[config.mk]
export PLATFORM = sky130hd
export DESIGN_NAME = demux_1_to_4_buf
export DESIGN_NICKNAME = d
export VERILOG_FILES = /design/src/rtl/demux_1_to_4_buf.sv
export SDC_FILE = /design/constraint.sdc
export NUM_CORES = 1
export LEC_CHECK = 0
export CORE_MARGIN = 5
export CORE_UTILIZATION = 28
export DETAILED_ROUTE_END_ITERATION = 8
export GPL_TIMING_DRIVEN = 0
export PLACE_DENSITY_LB_ADDON = 0.05
export SLEW_MARGIN = 20
export SYNTH_ARGS = -nofsm -noshare
export SYNTH_HDL_FRONTEND = slang
export SYNTH_SLANG_ARGS = --single-unit
[constraint.sdc]
create_clock -name clk -period 5.35 [get_ports clk]
set_input_delay 1.07 -clock clk [delete_from_list [all_inputs] [get_ports clk]]
set_output_delay 1.07 -clock clk [all_outputs]
set_load 0.03 [all_outputs]
[src/rtl/demux_1_to_4_buf.sv]
// Buffered 1-to-4 demultiplexer: one valid/ready producer stream is steered by
// Select into one of four independent channel FIFOs, each with its own valid/ready sink.
module demux_1_to_4_buf #(
  parameter int DATA_W = 32,
  parameter int DEPTH  = 2
) (
  input  logic              clk,
  input  logic              reset,
  input  logic [1:0]        Select,
  input  logic [DATA_W-1:0] Data_i,
  input  logic              Valid_i,
  output logic              Ready_o,
  output logic [DATA_W-1:0] Data_o1,
  output logic [DATA_W-1:0] Data_o2,
  output logic [DATA_W-1:0] Data_o3,
  output logic [DATA_W-1:0] Data_o4,
  output logic [3:0]        Valid_o,
  input  logic [3:0]        Ready_i,
  output logic              Empty_o
);

  localparam int PW = (DEPTH > 1) ? $clog2(DEPTH) : 1;
  localparam int CW = PW + 1;
  localparam logic [CW-1:0] FULL_CNT = CW'(DEPTH);

  logic [CW-1:0]     w_count [4];
  logic [DATA_W-1:0] w_head  [4];
  logic [3:0]        w_push;
  logic [3:0]        w_pop;

  // Input-side backpressure looks only at the selected channel's occupancy.
  always_comb begin
    w_push  = 4'b0000;
    case (Select)
      2'b00:   Ready_o = (w_count[0] != FULL_CNT);
      2'b01:   Ready_o = (w_count[1] != FULL_CNT);
      2'b10:   Ready_o = (w_count[2] != FULL_CNT);
      2'b11:   Ready_o = (w_count[3] != FULL_CNT);
      default: Ready_o = 1'b0;
    endcase
    if (Valid_i && Ready_o) begin
      w_push[Select] = 1'b1;
    end else begin
      w_push = 4'b0000;
    end
  end

  assign w_pop = Valid_o & Ready_i;

  genvar k;
  generate
    for (k = 0; k < 4; k++) begin : g_ch
      logic [PW-1:0]     r_wr_ptr;
      logic [PW-1:0]     r_rd_ptr;
      logic [CW-1:0]     r_count;
      logic [DATA_W-1:0] r_mem [DEPTH];

      // Pointer and occupancy bookkeeping; a simultaneous push and pop leaves count as-is.
      always_ff @(posedge clk or posedge reset) begin
        if (reset) begin
          r_wr_ptr <= '0;
          r_rd_ptr <= '0;
          r_count  <= '0;
        end else begin
          if (w_push[k]) begin
            r_wr_ptr <= r_wr_ptr + PW'(1);
          end
          if (w_pop[k]) begin
            r_rd_ptr <= r_rd_ptr + PW'(1);
          end
          case ({w_push[k], w_pop[k]})
            2'b10:   r_count <= r_count + CW'(1);
            2'b01:   r_count <= r_count - CW'(1);
            default: r_count <= r_count;
          endcase
        end
      end

      // Payload storage needs no reset: the head is masked to zero while empty.
      always_ff @(posedge clk) begin
        if (w_push[k]) begin
          r_mem[r_wr_ptr] <= Data_i;
        end
      end

      assign w_count[k] = r_count;
      assign Valid_o[k] = (r_count != '0);
      assign w_head[k]  = (r_count != '0) ? r_mem[r_rd_ptr] : '0;
    end
  endgenerate

  assign Data_o1 = w_head[0];
  assign Data_o2 = w_head[1];
  assign Data_o3 = w_head[2];
  assign Data_o4 = w_head[3];
  assign Empty_o = ~|Valid_o;

endmodule

==> results.json, run 1 <==
{
  "core_um2": 36800,
  "worstMarginPinSlew_ps": 760,
  "io_buffers": 174,
  "cts_tree": "yes",
  "rsz0062_at_grt": "no",
  "io_pins": 175,
  "wl_um": 28100,
  "cts_root_buffer": "clkbuf_16",
  "die_x_um": 203,
  "core.rowCount": 70,
  "hp-class": "reg2reg",
  "fmax_mhz": 255,
  "cp-start-kind": "input pin",
  "setup-violations-final": 0,
  "yosys.area.top_type_share_pct": 73.3,
  "yosys_warnings": 0,
  "avgRoutedWirePerCell_um": 21.2,
  "drv_slew": 0,
  "vias_per_cell": 4.31,
  "hpwl_um": 19500,
  "synth.distinct_cells": 22,
  "drv_cap": 0,
  "cp_data_required_time_ps": 4280,
  "synth_area_per_cell_um2": 16.9,
  "syn_to_final_growth_pct": 33.0,
  "antenna_found_initial": 0,
  "synth_area_um2": 10500,
  "crit_fanout": 5,
  "postRouteAntennaNets": 0,
  "cts_buffers": 30,
  "synth_seq_area_share_pct": 77.2,
  "grt_pass1_vias": 6196,
  "relSlewSlack_pct": 49.2,
  "synthTopCellsByArea": "edfxtp_1 (73%), mux2i_1 (12%), nor2_1 (5.0%)",
  "drt-initial-drc-count": 198,
  "synth_ff_type": "edfxtp_1",
  "path_clk_slew_ps": 60,
  "post_cts_buffers": 0,
  "h-tree-depth": 1,
  "crit_type": "in2out",
  "status": "finished, final reports clean",
  "synthTopCellsByCount": "edfxtp_1 (256), nor2_1 (139), mux2i_1 (128)",
  "r2r_cells": 4,
  "finalHoldViolCount": 0,
  "num_antenna_cells": 0,
  "holdPathEnd": "g_ch[3].r_count[1]",
  "gp_congestion": 0.725,
  "min_period_over_period_pct": 73.4,
  "endpoint_kind": "primary output",
  "synth-edff-count": 256,
  "ys_ff_latch": 272,
  "dpl.cell_count": 1269,
  "die_area_um2": 41400,
  "final_nets": 878,
  "fin_cells": 1323,
  "cts_max_path_buffers": 3,
  "power.density_nw_per_um2": 592,
  "drive_above_1_share_pct": 11.1,
  "clock_latency_ps": 540,
  "vdd_drop_max_mv": 0.269,
  "yosysMostFrequentCell": "edfxtp_1",
  "vias": 5700,
  "cp.arrival_ps": 2860,
  "grt_max_degree": 20,
  "timing.rr.start": "g_ch[3].r_count[0]",
  "r2r_end": "g_ch[3].r_mem[0][22]",
  "n_fill_cell": 3518,
  "ys_async_sr_fraction_pct": 5.88,
  "synth_cells": 619,
  "firstDrtPassIters": 4,
  "finalCriticalPeriod_ps": 3930,
  "grt_usage_pct": 13.3,
  "synth_top_area_cell": "edfxtp_1",
  "r2r_setup_slack_ps": 3300,
  "start_util_pct": 28.5,
  "min_from": "g_ch[3].r_count[1]",
  "final_util_pct": 37.9,
  "cellLeakagePower_nw": 5.04,
  "overflow": 0,
  "ctsHoldBuffers": 0,
  "die_y_um": 203,
  "drc": 0,
  "ctsResizeCount": 0,
  "worstHoldPathCells": 1,
  "cts.sinks": 272,
  "skew_ps": 14.8,
  "synth_nets": 664,
  "grt_pass1_wl_um": 40800
}
==> registers in the layout, indices dropped and copies added, names as in the netlist <==
register,flops
g_ch.r_count,8
g_ch.r_mem,256
g_ch.r_rd_ptr,4
g_ch.r_wr_ptr,4
==> worst max-delay path, stage by stage <==
cell,delay [ps]
clkdlybuf4s50_1,600
mux4_2,560
clkdlybuf4s50_1,620
==> through the flow <==
step	worst slack, ps	hold slack [ps]	instance area [µm²]	TNS (ps)	total power [mW]
after floorplan	2200	460	10500	0	4.87
after global placement	-34.7	477	12800	-1580	6.52
after detailed placement	1400	514	13100	0	6.58
after CTS	1400	521	13900	0	8.45
after global routing	1370	538	13900	0	8.69
final	1420	519	13900	0	8.26
==> power breakdown <==
group	internal, mW	switching, mW
clock network	1.05	0.776
logic	1.45	2.35
registers	2.54	0.0910
==> kinds of logic after synthesis <==
family	after synthesis	share of synthesized area, %
buffers and inverters	36	1.89
flip-flops	272	77.2
adder cells (fa/ha/maj)	4	0.477
AND/OR/NAND/NOR	158	6.37
multiplexers	129	12.4
XOR/XNOR	20	1.67
==> cells in the final DEF, fill, tap and decap left out, types with 5 or more instances in the layout <==
cell type / n
buf_16: 5
buf_2: 14
buf_4: 12
clkbuf_1: 7
clkbuf_16: 31
clkdlybuf4s50_1: 174
clkinv_1: 7
clkinv_2: 7
dfrtp_1: 16
edfxtp_1: 256
mux2i_1: 128
nor2_1: 132
nor2_4: 7
xnor2_1: 12
xor2_1: 8
==> per-layer routing <==
layer	part of all wire, %	wire, µm	vias to the layer above	GRT usage (%)
met4	1.3	377	0	2.43
met3	4.4	1240	29	2.56
met1	43	12100	2843	16.8
met5	0	0	-	0
li1	-	-	2708	-
met2	51	14300	120	23.9
==> worst max-delay path by stage <==
stage	startpoint	endpoint	slack [ps]	cells past startpoint
3_3_place_gp	Valid_i	g_ch[0].r_mem[0][15]	-30	4
5_1_grt	Select[1]	Ready_o	1370	3
2_1_floorplan	Select[1]	g_ch[0].r_mem[0][0]	2200	3
3_5_place_dp	Select[1]	Ready_o	1400	3
6_report	Select[1]	Ready_o	1420	3
4_1_cts	Select[1]	Ready_o	1400	3
==> layout make-up <==
| class | count | area [µm²] | share of cell area (%) |
|---|---|---|---|
| Tap cell | 468 | 586 | 4.20 |
| Timing Repair Buffer | 182 | 1940 | 13.9 |
| Clock inverter | 16 | 76.3 | 0.548 |
| Inverter | 8 | 30.0 | 0.215 |
| Clock buffer | 38 | 802 | 5.75 |
| Sequential cell | 272 | 8090 | 58.0 |
| Buffer | 28 | 168 | 1.20 |
| Multi-Input combinational cell | 311 | 2250 | 16.1 |
Power figures use the tool's default switching activity.
==> run 2: changes to the inputs <==
Clock period 5.35 ns to 3.7 ns, I/O delays scaled along.
==> results of run 2 <==
Same layout as run 1 (identical final DEF). Status: finished, final reports clean.
Main changes from that run: setup slack after placement 1400 ps -> 409 ps; setup slack after layout 1420 ps -> 240 ps; start point of the critical path Select[1] -> g_ch[3].r_count[0]; end point of the critical path Ready_o -> Data_o4[19]; register-to-register setup slack 3300 ps -> 1650 ps; total power 8.26 mW -> 11.9 mW; worst IR drop on VDD 0.269 mV -> 0.389 mV
==> run 3: changes to the inputs <==
==> constraint.sdc (replaced) <==
create_clock -name clk -period 3.7 [get_ports clk]
set_input_delay 0.555 -clock clk [delete_from_list [all_inputs] [get_ports clk]]
set_output_delay 0.555 -clock clk [all_outputs]
set_load 0.03 [all_outputs]
==> results of run 3 <==
Same layout as run 1 (identical final DEF). Status: finished, final reports clean.
Main changes from that run: setup slack after placement 1400 ps -> 779 ps; setup slack after layout 1420 ps -> 425 ps; hold slack 519 ps -> 435 ps; start point of the critical path Select[1] -> g_ch[3].r_count[0]; end point of the critical path Ready_o -> Data_o4[19]; register-to-register setup slack 3300 ps -> 1650 ps; total power 8.26 mW -> 11.9 mW; worst IR drop on VDD 0.269 mV -> 0.389 mV
